$ cat config.mk
export PLATFORM = sky130hd
export DESIGN_NAME = inst_fetch_unit
export DESIGN_NICKNAME = d
export VERILOG_FILES = /design/src/rtl/inst_fetch_unit.sv
export SDC_FILE = /design/constraint.sdc
export NUM_CORES = 1
export LEC_CHECK = 0
export BUFFER_PORTS_ARGS = -buffer_cell sky130_fd_sc_hd__buf_2
export CAP_MARGIN = 10
export CORE_MARGIN = 2
export CORE_UTILIZATION = 59
export CTS_CLUSTER_SIZE = 30
export DETAILED_ROUTE_END_ITERATION = 7
export PLACE_DENSITY = 0.85
export SETUP_SLACK_MARGIN = 0.05
export SLEW_MARGIN = 20
export SYNTH_ARGS = -nofsm -noshare
export SYNTH_HDL_FRONTEND = slang
export SYNTH_SLANG_ARGS = --single-unit
$ cat constraint.sdc
create_clock -name clk -period 13.4 [get_ports clk]
set_input_delay 1.34 -clock clk [delete_from_list [all_inputs] [get_ports clk]]
set_output_delay 1.34 -clock clk [all_outputs]
set_load 0.01 [all_outputs]
$ cat src/rtl/inst_fetch_unit.sv
// Instruction fetch initiator: ROM address generation, prefetch FIFO, redirect/flush, fault halt.
// Optional fetch statistics counters are compiled in with `define FETCH_STAT_EN.
module inst_fetch_unit #(
  parameter logic [31:0] RESET_PC = 32'h00000000,
  parameter int          DEPTH    = 2
) (
  input  logic        clk,
  input  logic        reset,
  output logic [31:0] rom_addr,
  input  logic [31:0] rom_data,
  input  logic        rom_accessable,
  output logic [31:0] inst,
  output logic [31:0] inst_pc,
  output logic        inst_fault,
  output logic        inst_valid,
  input  logic        inst_ready,
  input  logic        redirect_valid,
  input  logic [31:0] redirect_pc,
`ifdef FETCH_STAT_EN
  output logic [31:0] stat_fetched,
  output logic [15:0] stat_faults,
`endif
  output logic        fetch_halted
);

  localparam int PW = (DEPTH > 1) ? $clog2(DEPTH) : 1;
  localparam int CW = PW + 1;

  typedef enum logic {FETCH, HALT} state_t;

  state_t                   state_q, state_d;
  logic [31:0]              fetch_pc_q, fetch_pc_d;
  logic [DEPTH-1:0][31:0]   pc_q, data_q;
  logic [DEPTH-1:0]         fault_q;
  logic [PW-1:0]            wr_ptr_q, rd_ptr_q;
  logic [CW-1:0]            cnt_q, cnt_d;
  logic                     push, pop, push_fault;

  assign inst_valid   = (cnt_q != '0);
  assign pop          = inst_valid && inst_ready && !redirect_valid;
  assign push         = (state_q == FETCH) && !redirect_valid &&
                        ((cnt_q < CW'(DEPTH)) || pop);
  assign push_fault   = push && !rom_accessable;

  assign rom_addr     = fetch_pc_q;
  assign inst         = data_q[rd_ptr_q];
  assign inst_pc      = pc_q[rd_ptr_q];
  assign inst_fault   = fault_q[rd_ptr_q];
  assign fetch_halted = (state_q == HALT);

  always_comb begin
    state_d    = state_q;
    fetch_pc_d = fetch_pc_q;
    cnt_d      = cnt_q;
    if (redirect_valid) begin
      state_d    = FETCH;
      fetch_pc_d = redirect_pc;
      cnt_d      = '0;
    end else begin
      if (push_fault)
        state_d = HALT;
      else if (push)
        fetch_pc_d = fetch_pc_q + 32'd4;
      case ({push, pop})
        2'b10:   cnt_d = cnt_q + CW'(1);
        2'b01:   cnt_d = cnt_q - CW'(1);
        default: cnt_d = cnt_q;
      endcase
    end
  end

  always_ff @(posedge clk or posedge reset) begin
    if (reset) begin
      state_q    <= FETCH;
      fetch_pc_q <= RESET_PC;
      cnt_q      <= '0;
    end else begin
      state_q    <= state_d;
      fetch_pc_q <= fetch_pc_d;
      cnt_q      <= cnt_d;
    end
  end

  // Pointers return to 0 on flush so the head slot is deterministic after redirect.
  always_ff @(posedge clk or posedge reset) begin
    if (reset) begin
      pc_q     <= '0;
      data_q   <= '0;
      fault_q  <= '0;
      wr_ptr_q <= '0;
      rd_ptr_q <= '0;
    end else if (redirect_valid) begin
      wr_ptr_q <= '0;
      rd_ptr_q <= '0;
    end else begin
      if (push) begin
        pc_q[wr_ptr_q]    <= fetch_pc_q;
        data_q[wr_ptr_q]  <= rom_data;
        fault_q[wr_ptr_q] <= !rom_accessable;
        wr_ptr_q          <= wr_ptr_q + PW'(1);
      end
      if (pop)
        rd_ptr_q <= rd_ptr_q + PW'(1);
    end
  end

`ifdef FETCH_STAT_EN
  logic [31:0] stat_fetched_q;
  logic [15:0] stat_faults_q;

  always_ff @(posedge clk or posedge reset) begin
    if (reset) begin
      stat_fetched_q <= '0;
      stat_faults_q  <= '0;
    end else if (push_fault) begin
      stat_faults_q  <= stat_faults_q + 16'd1;
    end else if (push) begin
      stat_fetched_q <= stat_fetched_q + 32'd1;
    end
  end

  assign stat_fetched = stat_fetched_q;
  assign stat_faults  = stat_faults_q;
`endif

endmodule

**Word-level counts from Yosys, hierarchy flattened**

Index checks and enable logic that the tools add are counted.

- Flip-flop bits (word level): 167
- Input port bits: 69
- Output and inout bits: 99

- Add/subtract/negate cells: 5
- $lt $le $gt $ge: 4
- Eq/ne operators: 3
- Muxes and demuxes: 24
- Bitwise operators: 2
- Reductions and logical operators: 16

Operators with widths:

| operator | number |
|---|---|
| $mux W32 | 8 |
| $bwmux W64 | 2 |
| $add A32 B3 Y32 const B | 1 |
| $demux W32 S1 | 1 |
| $mux W1 | 9 |
| $reduce_bool A2 Y1 | 4 |
| $logic_and A1 B1 Y1 | 6 |
| $lt A1 B2 Y1 const B | 2 |
| $pmux W2 S2 | 1 |
| $reduce_and A2 Y1 | 2 |
| $reduce_bool A3 Y1 | 1 |
| $add A1 B1 Y1 const B | 2 |
| $add A2 B1 Y2 const B | 1 |
| $bwmux W2 | 1 |
| $eq A2 B1 Y1 const B | 1 |
| $eq A2 B2 Y1 const B | 1 |
| $logic_not A1 Y1 | 2 |
| $lt A2 B2 Y1 const B | 1 |
| $mux W2 | 1 |
| $ne A2 B2 Y1 const B | 1 |
| $not A1 Y1 | 2 |
| $sub A2 B1 Y2 const B | 1 |
| $demux W1 S1 | 1 |
| $ge A1 B1 Y1 const B | 1 |
| $logic_or A1 B1 Y1 | 1 |

**Logic depth before layout (Yosys ltp)**

Gate-level depths: netlist of the first run.

- Word-level depth: 8
- Depth in mapped cells: 7
- Mapped depth without buffers: 5

**Least setup slack after synthesis of the first run**

Ideal clock, no wire load.

- Path kind: input port to flip-flop
- Start: input port redirect_valid
- End: register data_q[0] (netlist name)
- Setup time: 125 ps
- Arrival: 2709 ps
- Data required time: 13275 ps
- Slack: 10566 ps
- Stages: 5
- Cells stage by stage: clkbuf_1 -> nor4_1 -> buf_2 -> buf_2 -> mux2_2

- Word-level cells in the longest chain between the ends: 5

Ends and longest elaborated chain:

| element | line | RTL |
|---|---|---|
| start: declaration | 17 | `input logic redirect_valid,` |
| $logic_not A1 Y1 | 40, 41 |  |
| $logic_and A1 B1 Y1 | 40 | `assign pop = inst_valid && inst_ready && !redirect_valid;` |
| $logic_or A1 B1 Y1 | 42 | `((cnt_q < CW'(DEPTH)) \|\| pop);` |
| $logic_and A1 B1 Y1 | 41 | `assign push = (state_q == FETCH) && !redirect_valid &&` |
| $reduce_and A2 Y1 (no line) (*) | n/a |  |
| end signal: indexed assignment | 98 | `data_q[wr_ptr_q] <= rom_data;` |
| end: declaration | 33 | `logic [DEPTH-1:0][31:0] pc_q, data_q;` |

Every way passes the cells marked *; elsewhere a longest branch is shown, timed or not.
A chain may end at the register's enable or synchronous reset.

**Worst setup path in the final report of the first run**

- Start: register rd_ptr_q
- End: output port inst[9]

- Word-level cells in the longest chain between the ends: 2

Ends and longest elaborated chain:

| element | line | RTL |
|---|---|---|
| start: declaration | 35 | `logic [PW-1:0] wr_ptr_q, rd_ptr_q;` |
| start signal: assignment | 103 | `rd_ptr_q <= rd_ptr_q + PW'(1);` |
| $mux W32 (implied by the code) (2 in a row) | 46 | `assign inst = data_q[rd_ptr_q];` |
| end: declaration | 12 | `output logic [31:0] inst,` |

No other way between the ends. The select of a mux whose other input is x is not followed.

==> results of run 1 <==
[cell families (layout without fill, tap and decap cells)]
| group | Yosys count | after routing |
|---|---|---|
| AND/OR/NAND/NOR | 288 | 288 |
| buffers and inverters | 51 | 218 |
| XOR/XNOR | 27 | 27 |
| flip-flops | 167 | 167 |
| AO/OA/AOI/OAI | 49 | 49 |
| multiplexers | 132 | 132 |
| adder cells (fa/ha/maj) | 1 | 1 |
[final timing paths]
path,startpoint,endpoint,slack (ps),cells after the start
worst max register to register,fetch_halted$_DFFE_PP0P_,rom_addr[18]$_DFFE_PP0P_,11040,5
worst min-delay path,data_q[34]$_DFFE_PP0P_,data_q[34]$_DFFE_PP0P_,470,2
min in group asynchronous,reset,data_q[16]$_DFFE_PP0P_,1080,2
worst max-delay path,rd_ptr_q$_DFFE_PP0P_,inst[9],9620,3
worst min register to register,data_q[34]$_DFFE_PP0P_,data_q[34]$_DFFE_PP0P_,470,2
max in group asynchronous,reset,rd_ptr_q$_DFFE_PP0P_,10840,3
[synth_stat cells]
| cell | count |
|---|---|
| a21o_1 | 1 |
| or3b_2 | 1 |
| clkbuf_1 | 24 |
| inv_1 | 11 |
| or3_4 | 2 |
| o21ai_0 | 41 |
| and2_1 | 3 |
| xor2_1 | 1 |
| dfrtp_1 | 167 |
| xnor2_1 | 26 |
| nand2b_1 | 1 |
| a221oi_1 | 1 |
| buf_1 | 9 |
| or3_1 | 4 |
| nor3_1 | 7 |
| mux2i_1 | 1 |
| mux2_2 | 131 |
| nand3_1 | 6 |
| nor2_1 | 16 |
| and3_1 | 1 |
| and4_1 | 5 |
| buf_6 | 1 |
| a21oi_1 | 3 |
| buf_2 | 6 |
| or2_2 | 1 |
| a31oi_1 | 3 |
| ha_1 | 1 |
| nand4_1 | 8 |
| nor4_1 | 15 |
| nand2_1 | 215 |
| nand3_2 | 1 |
| nor2b_1 | 2 |
[critical path: cells and delay by family, from the launching register on]
family | cells | cell delay [ps]
DFF | 1 | 850
buffers and inverters | 2 | 720
muxes | 1 | 420
[per-layer routing]
layer | vias up | wire length, um
met5 | - | 0
met2 | 205 | 8183
met1 | 2849 | 7844
met3 | 29 | 982
li1 | 2704 | -
met4 | 0 | 387
[cell usage in the layout (no fill, tap or decap), types with 2 or more instances in the layout]
| cell | count |
|---|---|
| nand2_1 | 214 |
| a31oi_1 | 3 |
| nor4_1 | 14 |
| xnor2_1 | 26 |
| or3_4 | 2 |
| nor2b_1 | 2 |
| clkinv_2 | 4 |
| nor3_1 | 7 |
| o21ai_0 | 41 |
| clkbuf_16 | 17 |
| buf_2 | 167 |
| buf_4 | 8 |
| nand3_1 | 6 |
| mux2_2 | 131 |
| inv_1 | 10 |
| a21oi_1 | 3 |
| clkbuf_8 | 3 |
| clkbuf_1 | 3 |
| and2_1 | 2 |
| nor2_1 | 16 |
| nand4_1 | 8 |
| bufinv_16 | 5 |
| and4_1 | 5 |
| or3_1 | 4 |
| dfrtp_1 | 166 |
[sequential cells by signal, indices dropped and copies added (netlist names)]
name,cells
fault_q,2
rom_addr,32
fetch_halted,1
rd_ptr_q,1
wr_ptr_q,1
pc_q,64
data_q,64
cnt_q,2
[power groups by stage]
stage / sequential (uW) / combinational (uW) / clock (uW)
2_1_floorplan: 690 / 256 / 0
3_3_place_gp: 707 / 363 / 0
3_5_place_dp: 714 / 375 / 0
4_1_cts: 707 / 379 / 541
5_1_grt: 724 / 411 / 564
6_report: 707 / 374 / 536
[stage by stage]
stage | instance area (um2) | setup slack (ps) | hold slack [ps]
floorplan | 7611 | 7542 | 440.1
global placement | 8573 | 10070 | 453.0
detailed placement | 8573 | 10020 | 456.4
CTS | 9221 | 9616 | 471.8
global route | 9221 | 9526 | 486.6
finish | 9221 | 9623 | 470.9
[final cells by class]
class / instances / area share
Timing Repair Buffer: 175 / 0.09715
Clock inverter: 9 / 0.01845
Tap cell: 172 / 0.02334
Sequential cell: 167 / 0.4533
Multi-Input combinational cell: 497 / 0.3509
Inverter: 11 / 0.005020
Clock buffer: 23 / 0.05183
==> results.txt, run 1 <==
Crit path launch type -> flip-flop
Post-cts sizing count -> 0
Critical-path top delay cell -> dfrtp_2
Final core occ -> 0.7307
H-Tree Depth -> 4
Synth Area in XOR/XNOR -> 0.03107
Crit-path cells -> buf_4 -> mux2_2 -> buf_2
Starting Density -> 0.6031
Multiplexer share of the synthesized area -> 0.1951
Simple-gate share of the synthesized area -> 0.1624
Area of the multi-input gates -> 3236 um2
I/O Buffers -> 167
Flops & latches, synth -> 167
WL final -> 17,400 um
Die ar. -> 13,830 um2
P_sw -> 454.3 uW
Rows -> 41
Final RePlAce weighted congestion -> 0.7991
Largest net degree at the start of global routing -> 93
Clock-pin transition on the worst setup and hold timing paths -> 60 ps
Worst Hold Class -> reg2reg
Initial DRC Count -> 412
Setup TNS Final -> 0 ps
DR DRC count -> 0
Relative slew slack -> 0.3822
Vias -> 5,787
Max Root-Sink Buffers -> 2
Critical Path AT -> 2440 ps
Die extent in x -> 117.6 um
Die H -> 117.6 um
Adder-cell share of the synthesized area -> 0.001644
Yosys warns -> 0
Seq pwr share -> 0.437
Core area -> 12,620 um2
Kind of critical path -> reg2out
Peak supply drop -> 106.3 uV
FF+latch area -> 4180 um2
Post-DR vias/cell -> 5.491
Final worst path period need -> 3777 ps
Clock Root Buffer -> clkbuf_16
Final period util -> 0.2819
Outcome -> finished clean
Met1 Use GR -> 0.3622
Share of the synthesized area in the top cell type -> 0.5491
Netlist cell types -> 32
Fin cells -> 1,054
Number of global-route vias before repair -> 5,538
Initial antenna violation count -> 0
P_leak -> 0.004414 uW
Detail Route Antenna Nets -> 0
Met3 Use GR -> 0.05233
Nets@finish -> 939
Final Hold Viols -> 0
Clock Skew -> 5.744 ps
First-pass GRT wire length -> 28,560 um
Area of the mapped netlist -> 7611 um2
Logic pwr share -> 0.232
Area Growth Syn to Fin -> 21.16%
CP required -> 12,060 ps
DP HPWL -> 11,140 um
Hold Buf Count CTS -> 0
Met2 usage -> 0.4134
Leading area contributor after synthesis -> dfrtp_1
Cells after DPL -> 1,022
Seq/Total Area, Yosys -> 0.5491
Total gr overflow -> 0
Filler cells -> 889
Post-CTS Setup Bufs -> 0
Worst slew pin tran -> 926.8 ps
Synth top area cells -> dfrtp_1 (55%), mux2_2 (19%), nand2_1 (11%)
Syn_area_per_cell -> 10.64 um2
Clock share of power -> 0.331
CTS Sinks -> 167
Main combinational cell family by area after synthesis -> multiplexers
RSZ-0062 raised after global routing -> false
TritonCTS clock tree -> yes
Count of final setup violators -> 0
Worst-Skew Late Latency -> 420 ps
Fmax -> 264.7 MHz
# diodes -> 0
Worst setup EP type -> output pin
WL/cell -> 16.51 um
GRT Total Usage -> 0.2608
Synth Net Count -> 785
Mapped Cells -> 715
Detailed Routing Iterations Pass 1 -> 5
CTS buffer count -> 17
CP Max Fanout -> 38
Most used routing layer -> met2
Cell Pwr Density -> 175.4 nW/um2
Post-synthesis compound-gate area fraction -> 0.03354
Worst stage delay on the critical path -> 850 ps
Net Sw Frac -> 0.2809
Post-layout power -> 1617 uW
I/O pins -> 168
Cell internal pwr -> 1163 uW
Max Cap Violations -> 0
Final Slew Violations -> 0
Layout cells sized above 1 -> 0.3912
Note: power is estimated with default switching activity, not from simulation.
==> run 2, diff against run 1 <==
--- a/config.mk
+++ b/config.mk
@@ -8,10 +8,10 @@
 export BUFFER_PORTS_ARGS = -buffer_cell sky130_fd_sc_hd__buf_2
 export CAP_MARGIN = 10
 export CORE_MARGIN = 2
-export CORE_UTILIZATION = 59
+export CORE_UTILIZATION = 54
 export CTS_CLUSTER_SIZE = 30
 export DETAILED_ROUTE_END_ITERATION = 7
-export PLACE_DENSITY = 0.85
+export PLACE_DENSITY = 0.78
 export SETUP_SLACK_MARGIN = 0.05
 export SLEW_MARGIN = 20
 export SYNTH_ARGS = -nofsm -noshare
==> constraint.sdc (replaced) <==
create_clock -name clk -period 3.8 [get_ports clk]
set_input_delay 0.38 -clock clk [delete_from_list [all_inputs] [get_ports clk]]
set_output_delay 0.38 -clock clk [all_outputs]
set_load 0.01 [all_outputs]
==> run 2 against run 1 <==
Core utilization decreased by 6.2 points. Largest power group unchanged. Non-clock buffer count increased by 1. First-iteration DRC count decreased by 7.8%. Die area increased by 8.9%. Combinational power increased to 3.5 times the previous value.
==> results.txt, run 2 (synthesis gave the netlist of run 1 again) <==
Fin cells -> 1,064 (was 1,054)
Crit-path cells -> buf_12 -> mux2_2 -> buf_2 (was buf_4 -> mux2_2 -> buf_2)
Area Growth Syn to Fin -> 21.45% (was 21.16%)
CTS buffer count -> 17 (unchanged)
Rows -> 43 (was 41)
P_leak -> 0.004417 uW (was 0.004414 uW)
Die ar. -> 15,060 um2 (was 13,830 um2)
Clock-pin transition on the worst setup and hold timing paths -> 60 ps (about the same)
Initial DRC Count -> 380 (was 412)
CP required -> 3420 ps (was 12,060 ps)
FF+latch area -> 4180 um2 (unchanged)
Hold Buf Count CTS -> 0 (unchanged)
Clock Root Buffer -> clkbuf_16 (unchanged)
Filler cells -> 1,090 (was 889)
Outcome -> finished clean (unchanged)
Worst stage delay on the critical path -> 920 ps (was 850 ps)
Largest net degree at the start of global routing -> 97 (was 93)
Final Hold Viols -> 0 (unchanged)
Starting Density -> 0.5504 (was 0.6031)
Kind of critical path -> reg2out (unchanged)
GRT Total Usage -> 0.2424 (was 0.2608)
Vias -> 5,712 (was 5,787)
Total gr overflow -> 0 (unchanged)
Final RePlAce weighted congestion -> 0.7640 (was 0.7991)
I/O pins -> 168 (unchanged)
Setup TNS Final -> 0 ps (unchanged)
WL final -> 17,390 um (was 17,400 um)
Post-cts sizing count -> 0 (unchanged)
Worst-Skew Late Latency -> 430 ps (was 420 ps)
DP HPWL -> 11,210 um (was 11,140 um)
First-pass GRT wire length -> 28,210 um (was 28,560 um)
RSZ-0062 raised after global routing -> false (unchanged)
Number of global-route vias before repair -> 5,541 (was 5,538)
DR DRC count -> 0 (unchanged)
Max Cap Violations -> 0 (unchanged)
Detail Route Antenna Nets -> 0 (unchanged)
Critical-path top delay cell -> dfrtp_2 (unchanged)
Pre-CTS setup slack -> 1633 ps (was 10,020 ps)
Worst setup margin -> 1210 ps (was 9623 ps)
Worst setup EP type -> output pin (unchanged)
Met2 usage -> 0.3785 (was 0.4134)
Count of final setup violators -> 0 (unchanged)
Max Root-Sink Buffers -> 2 (unchanged)
Final period util -> 0.6817
Core area -> 13,830 um2 (was 12,620 um2)
Reg2Reg Setup Slack -> 1580 ps (was 11,040 ps)
Nets@finish -> 940 (was 939)
Relative slew slack -> 0.3748 (was 0.3822)
Layout cells sized above 1 -> 0.3941 (was 0.3912)
Critical path buffers and inverters -> 2 (unchanged)
Worst slew pin tran -> 937.8 ps (was 926.8 ps)
Crit path max-delay family -> flip-flops (unchanged)
TritonCTS clock tree -> yes (unchanged)
CTS Sinks -> 167 (unchanged)
Met1 Use GR -> 0.3376 (was 0.3622)
Clock Skew -> 8.051 ps (was 5.744 ps)
Met3 Use GR -> 0.05530 (was 0.05233)
Detailed Routing Iterations Pass 1 -> 4 (was 5)
Final Slew Violations -> 0 (unchanged)
Crit path launch type -> flip-flop (unchanged)
CP Max Fanout -> 36 (was 38)
Critical Path AT -> 2210 ps (was 2440 ps)
WL/cell -> 16.34 um (was 16.51 um)
RR Startpoint -> cnt_q[1]$_DFFE_PP0P_ (was fetch_halted$_DFFE_PP0P_)
Reg2Reg Depth -> 6 (was 5)
Cells after DPL -> 1,031 (was 1,022)
Initial antenna violation count -> 1 (was 0)
Die extent in x -> 122.7 um (was 117.6 um)
Most used routing layer -> met2 (unchanged)
Highest-count cells in the layout ignoring fill and taps -> nand2_1 (214), buf_2 (167), dfrtp_1 (166) (unchanged)
Area of the multi-input gates -> 3236 um2 (unchanged)
I/O Buffers -> 167 (unchanged)
Final worst path period need -> 2590 ps
RR Endpoint -> pc_q[53]$_DFFE_PP0P_ (was rom_addr[18]$_DFFE_PP0P_)
Post-DR vias/cell -> 5.368 (was 5.491)
Peak supply drop -> 306.2 uV (was 106.3 uV)
Cell Pwr Density -> 602.9 nW/um2 (was 175.4 nW/um2)
Post-CTS Setup Bufs -> 0 (unchanged)
Most common cell after layout, fill and taps aside -> nand2_1 (unchanged)
Fmax -> 386.0 MHz
H-Tree Depth -> 4 (unchanged)
Worst Hold Class -> in2async (was reg2reg)
Die H -> 122.7 um (was 117.6 um)
==> run 2: cell count changes in the layout (fill, tap and decap cells not counted) <==
cell,before,now
buf_4,8,6
diode_2,0,1
clkbuf_8,3,7
clkinvlp_4,0,1
buf_12,0,3
clkbuf_1,3,1
bufinv_16,5,2
clkinv_4,0,1
inv_6,1,0
==> run 2: worst max-delay path by stage <==
stage | from | endpoint | slack [ps] | depth (start not counted)
6_report | rd_ptr_q$_DFFE_PP0P_ | inst_pc[27] | 1210 | 3
5_1_grt | rd_ptr_q$_DFFE_PP0P_ | inst_pc[27] | 1120 | 3
4_1_cts | rd_ptr_q$_DFFE_PP0P_ | inst_pc[27] | 1170 | 3
3_5_place_dp | rd_ptr_q$_DFFE_PP0P_ | inst_pc[2] | 1630 | 3
3_3_place_gp | rd_ptr_q$_DFFE_PP0P_ | inst_pc[27] | 1650 | 3
2_1_floorplan | reset | cnt_q[0]$_DFFE_PP0P_ | 1290 | 1
==> run 2: metal layers <==
| metal | up-vias | share of wire |
|---|---|---|
| met3 | 26 | 0.061 |
| met2 | 169 | 0.47 |
| met1 | 2795 | 0.45 |
| li1 | 2720 | - |
| met5 | - | 0.00040 |
| met4 | 2 | 0.017 |
==> run 2: area by class of cell <==
type                    instances  area share
diodes                          1   0.0002707
inverters                      11    0.004873
multi-input cells             497      0.3500
well taps                     180     0.02436
clock inverters                 7    0.009610
repair buffers                176      0.1018
flip-flops and latches        167      0.4522
clock buffers                  25     0.05685
==> run 2: power breakdown <==
group          switching [uW]  internal (uW)  leakage, uW
logic                     636            682      0.00207
clock network             678           1090     0.000309
registers                 278           2210      0.00204
total                    1590           3980      0.00442
==> run 2: tightest hold or removal path, stage by stage <==
cell        delay, ps
buf_2             110
clkinvlp_4         80
buf_12            370
==> run 2: through the flow <==
stage / hold slack, ps / total power [uW] / instance area (um2) / util
final: 77.34 / 5573 / 9244 / 0.6685
after global routing: 116.1 / 5884 / 9241 / 0.6684
after CTS: 117.4 / 5616 / 9241 / 0.6684
after detailed placement: 460.1 / 3842 / 8627 / 0.6239
after global placement: 452.5 / 3789 / 8627 / 0.6239
after floorplan: 440.1 / 3335 / 7615 / -
==> run 3, diff against run 2 <==
--- a/config.mk
+++ b/config.mk
@@ -8,10 +8,10 @@
 export BUFFER_PORTS_ARGS = -buffer_cell sky130_fd_sc_hd__buf_2
 export CAP_MARGIN = 10
 export CORE_MARGIN = 2
-export CORE_UTILIZATION = 54
+export CORE_UTILIZATION = 49
 export CTS_CLUSTER_SIZE = 30
 export DETAILED_ROUTE_END_ITERATION = 7
-export PLACE_DENSITY = 0.78
+export PLACE_DENSITY = 0.75
 export SETUP_SLACK_MARGIN = 0.05
 export SLEW_MARGIN = 20
 export SYNTH_ARGS = -nofsm -noshare
==> constraint.sdc (replaced) <==
create_clock -name clk -period 2.1 [get_ports clk]
set_input_delay 0.21 -clock clk [delete_from_list [all_inputs] [get_ports clk]]
set_output_delay 0.21 -clock clk [all_outputs]
set_load 0.01 [all_outputs]
==> run 3 against run 2 <==
Hold slack worse by 67 ps. Core utilization is 1.2 points lower. Die area is 9.9% higher. Flip-flop and latch count stayed put. Critical endpoint is now rom_addr[27]$_DFFE_PP0P_. Largest cell class unchanged. Highest routed layer is now met4.
==> results.txt, run 3 (synthesis gave the netlist of run 1 again) <==
Clock Skew -> 9.932 ps (was 8.051 ps)
Critical Path AT -> 2260 ps (was 2210 ps)
Initial DRC Count -> 316 (was 380)
DP HPWL -> 11,840 um (was 11,210 um)
Detailed Routing Iterations Pass 1 -> 4 (unchanged)
CP Max Fanout -> 4 (was 36)
Most common cell after layout, fill and taps aside -> nand2_1 (unchanged)
Met1 Use GR -> 0.2989 (was 0.3376)
Worst-Skew Late Latency -> 430 ps (about the same)
GRT Total Usage -> 0.2317 (was 0.2424)
Die extent in x -> 128.6 um (was 122.7 um)
Kind of critical path -> in2reg (was reg2out)
CTS buffer count -> 17 (unchanged)
I/O Buffers -> 167 (unchanged)
CTS Sinks -> 167 (unchanged)
Outcome -> finished clean (unchanged)
Placed Area -> 8827 um2 (was 8627 um2)
Initial antenna violation count -> 1 (unchanged)
Post-DR vias/cell -> 5.239 (was 5.368)
Reg2Reg Setup Slack -> 200 ps (was 1580 ps)
Fin Hold WS -> 10.69 ps (was 77.34 ps)
Worst setup EP type -> flip-flop (was output pin)
Core area -> 15,200 um2 (was 13,830 um2)
Number of global-route vias before repair -> 6,118 (was 5,541)
Max Root-Sink Buffers -> 2 (unchanged)
I/O pins -> 168 (unchanged)
Setup TNS Final -> 0 ps (unchanged)
H-Tree Depth -> 4 (unchanged)
Final period util -> 0.9067
Min-delay src -> redirect_pc[30]
WL/cell -> 16.61 um (was 16.34 um)
Worst Hold Class -> in2reg (was in2async)
Met2 usage -> 0.3827 (was 0.3785)
Max Cap Violations -> 0 (unchanged)
Clock Root Buffer -> clkbuf_16 (unchanged)
RR Endpoint -> rom_addr[27]$_DFFE_PP0P_ (was pc_q[53]$_DFFE_PP0P_)
Reg2Reg Depth -> 5 (was 6)
Rows -> 45 (was 43)
Largest net degree at the start of global routing -> 85 (was 97)
Nets@finish -> 1,009 (was 940)
Crit path from -> rom_accessable (was rd_ptr_q$_DFFE_PP0P_)
Filler cells -> 1,163 (was 1,090)
P_leak -> 0.004713 uW (was 0.004417 uW)
Worst slew pin tran -> 498.9 ps (was 937.8 ps)
Total gr overflow -> 0 (unchanged)
Die ar. -> 16,550 um2 (was 15,060 um2)
Vias -> 5,978 (was 5,712)
Starting Density -> 0.5007 (was 0.5504)
Cell Pwr Density -> 1038 nW/um2 (was 602.9 nW/um2)
Crit path launch type -> primary input (was flip-flop)
WL final -> 18,950 um (was 17,390 um)
Detail Route Antenna Nets -> 0 (unchanged)
Relative slew slack -> 0.6674 (was 0.3748)
Count of final setup violators -> 0 (unchanged)
Layout cells sized above 1 -> 0.3845 (was 0.3941)
RSZ-0062 raised after global routing -> false (unchanged)
Final RePlAce weighted congestion -> 0.8003 (was 0.7640)
First-pass GRT wire length -> 30,350 um (was 28,210 um)
FF+latch area -> 4184 um2 (was 4180 um2)
Hold Path End -> rom_addr[30]$_DFFE_PP0P_
Hold Path Stages -> 3
CP required -> 2450 ps (was 3420 ps)
TritonCTS clock tree -> yes (unchanged)
Post-route cell area -> 9978 um2 (was 9244 um2)
Highest-count cells in the layout ignoring fill and taps -> nand2_1 (214), buf_2 (167), dfrtp_1 (165) (was nand2_1 (214), buf_2 (167), dfrtp_1 (166))
Clock-pin transition on the worst setup and hold timing paths -> 60 ps (about the same)
RR Startpoint -> rom_addr[6]$_DFFE_PP0P_ (was cnt_q[1]$_DFFE_PP0P_)
Die H -> 128.6 um (was 122.7 um)
Final worst path period need -> 1904 ps
Final Hold Viols -> 0 (unchanged)
Final Slew Violations -> 0 (unchanged)
Area of the multi-input gates -> 3248 um2 (was 3236 um2)
DR DRC count -> 0 (unchanged)
Most used routing layer -> met2 (unchanged)
Peak supply drop -> 644.5 uV (was 306.2 uV)
Area Growth Syn to Fin -> 31.10% (was 21.45%)
Fmax -> 525.2 MHz
Met3 Use GR -> 0.06071 (was 0.05530)
-- run 3: cell types whose count changed in the layout (fill, tap and decap cells not counted), sizes merged --
cell	previous run	this run
dlygate4sd3	0	51
inv	10	11
clkbuf	25	21
bufinv	2	4
clkinvlp	1	4
clkinv	5	3
buf	176	194
-- run 3: per-layer routing --
layer	wire (um)	part of all wire
met1	8558	0.45
met2	8998	0.47
met3	1165	0.061
met4	230	0.012
met5	0	0
-- run 3: final cells by class --
| class | count | share of cell area |
|---|---|---|
| tap | 188 | 0.02357 |
| sequential | 167 | 0.4193 |
| clock buffer | 21 | 0.04414 |
| clock inverter | 11 | 0.01743 |
| antenna | 1 | 0.0002508 |
| inverter | 11 | 0.004514 |
| multi-input combinational | 497 | 0.3255 |
| timing repair buffer | 245 | 0.1653 |
-- run 3: through the flow --
step / setup slack, ps / util / cells / power (uW)
floorplan: -236.8 / - / 715 / 6035
global placement: 222.5 / 0.5807 / 1056 / 6930
detailed placement: 184.9 / 0.5807 / 1056 / 7028
CTS: 86.75 / 0.6548 / 1139 / 10390
global route: 53.15 / 0.6562 / 1140 / 10890
finish: 195.9 / 0.6564 / 1141 / 10360
-- run 3: repair_timing --
item | CTS | global route
endpoints found under the setup margin | 43 | 6
hold endpoints to repair | 59 | 0
pin swaps | 0 | 0
buffers inserted | 0 | 1
hold buffers | 51 | 0
gates resized for setup | 1 | 3
-- run 3: how the worst max path moves through the flow --
stage	to	slack (ps)	depth (start not counted)
2_1_floorplan	cnt_q[0]$_DFFE_PP0P_	-240	1
6_report	rom_addr[27]$_DFFE_PP0P_	200	7
4_1_cts	inst_pc[9]	90	3
3_5_place_dp	rom_addr[27]$_DFFE_PP0P_	180	5
3_3_place_gp	rom_addr[27]$_DFFE_PP0P_	220	5
5_1_grt	rom_addr[27]$_DFFE_PP0P_	50	7
-- run 3: where the power goes --
group | total, uW | switching (uW) | internal [uW] | leakage [uW]
sequential | 4450 | 450 | 4000 | 0.00204
combinational | 2620 | 1270 | 1360 | 0.00239
clock | 3280 | 1280 | 2000 | 0.000288
total | 10400 | 3000 | 7360 | 0.00471
-- run 3: critical path: stages --
cell and delay, ps:
dlygate4sd3_1 550, buf_2 140, nor2b_1 190, nand4_1 210
or3_4 450, or3_1 340, a31oi_1 160
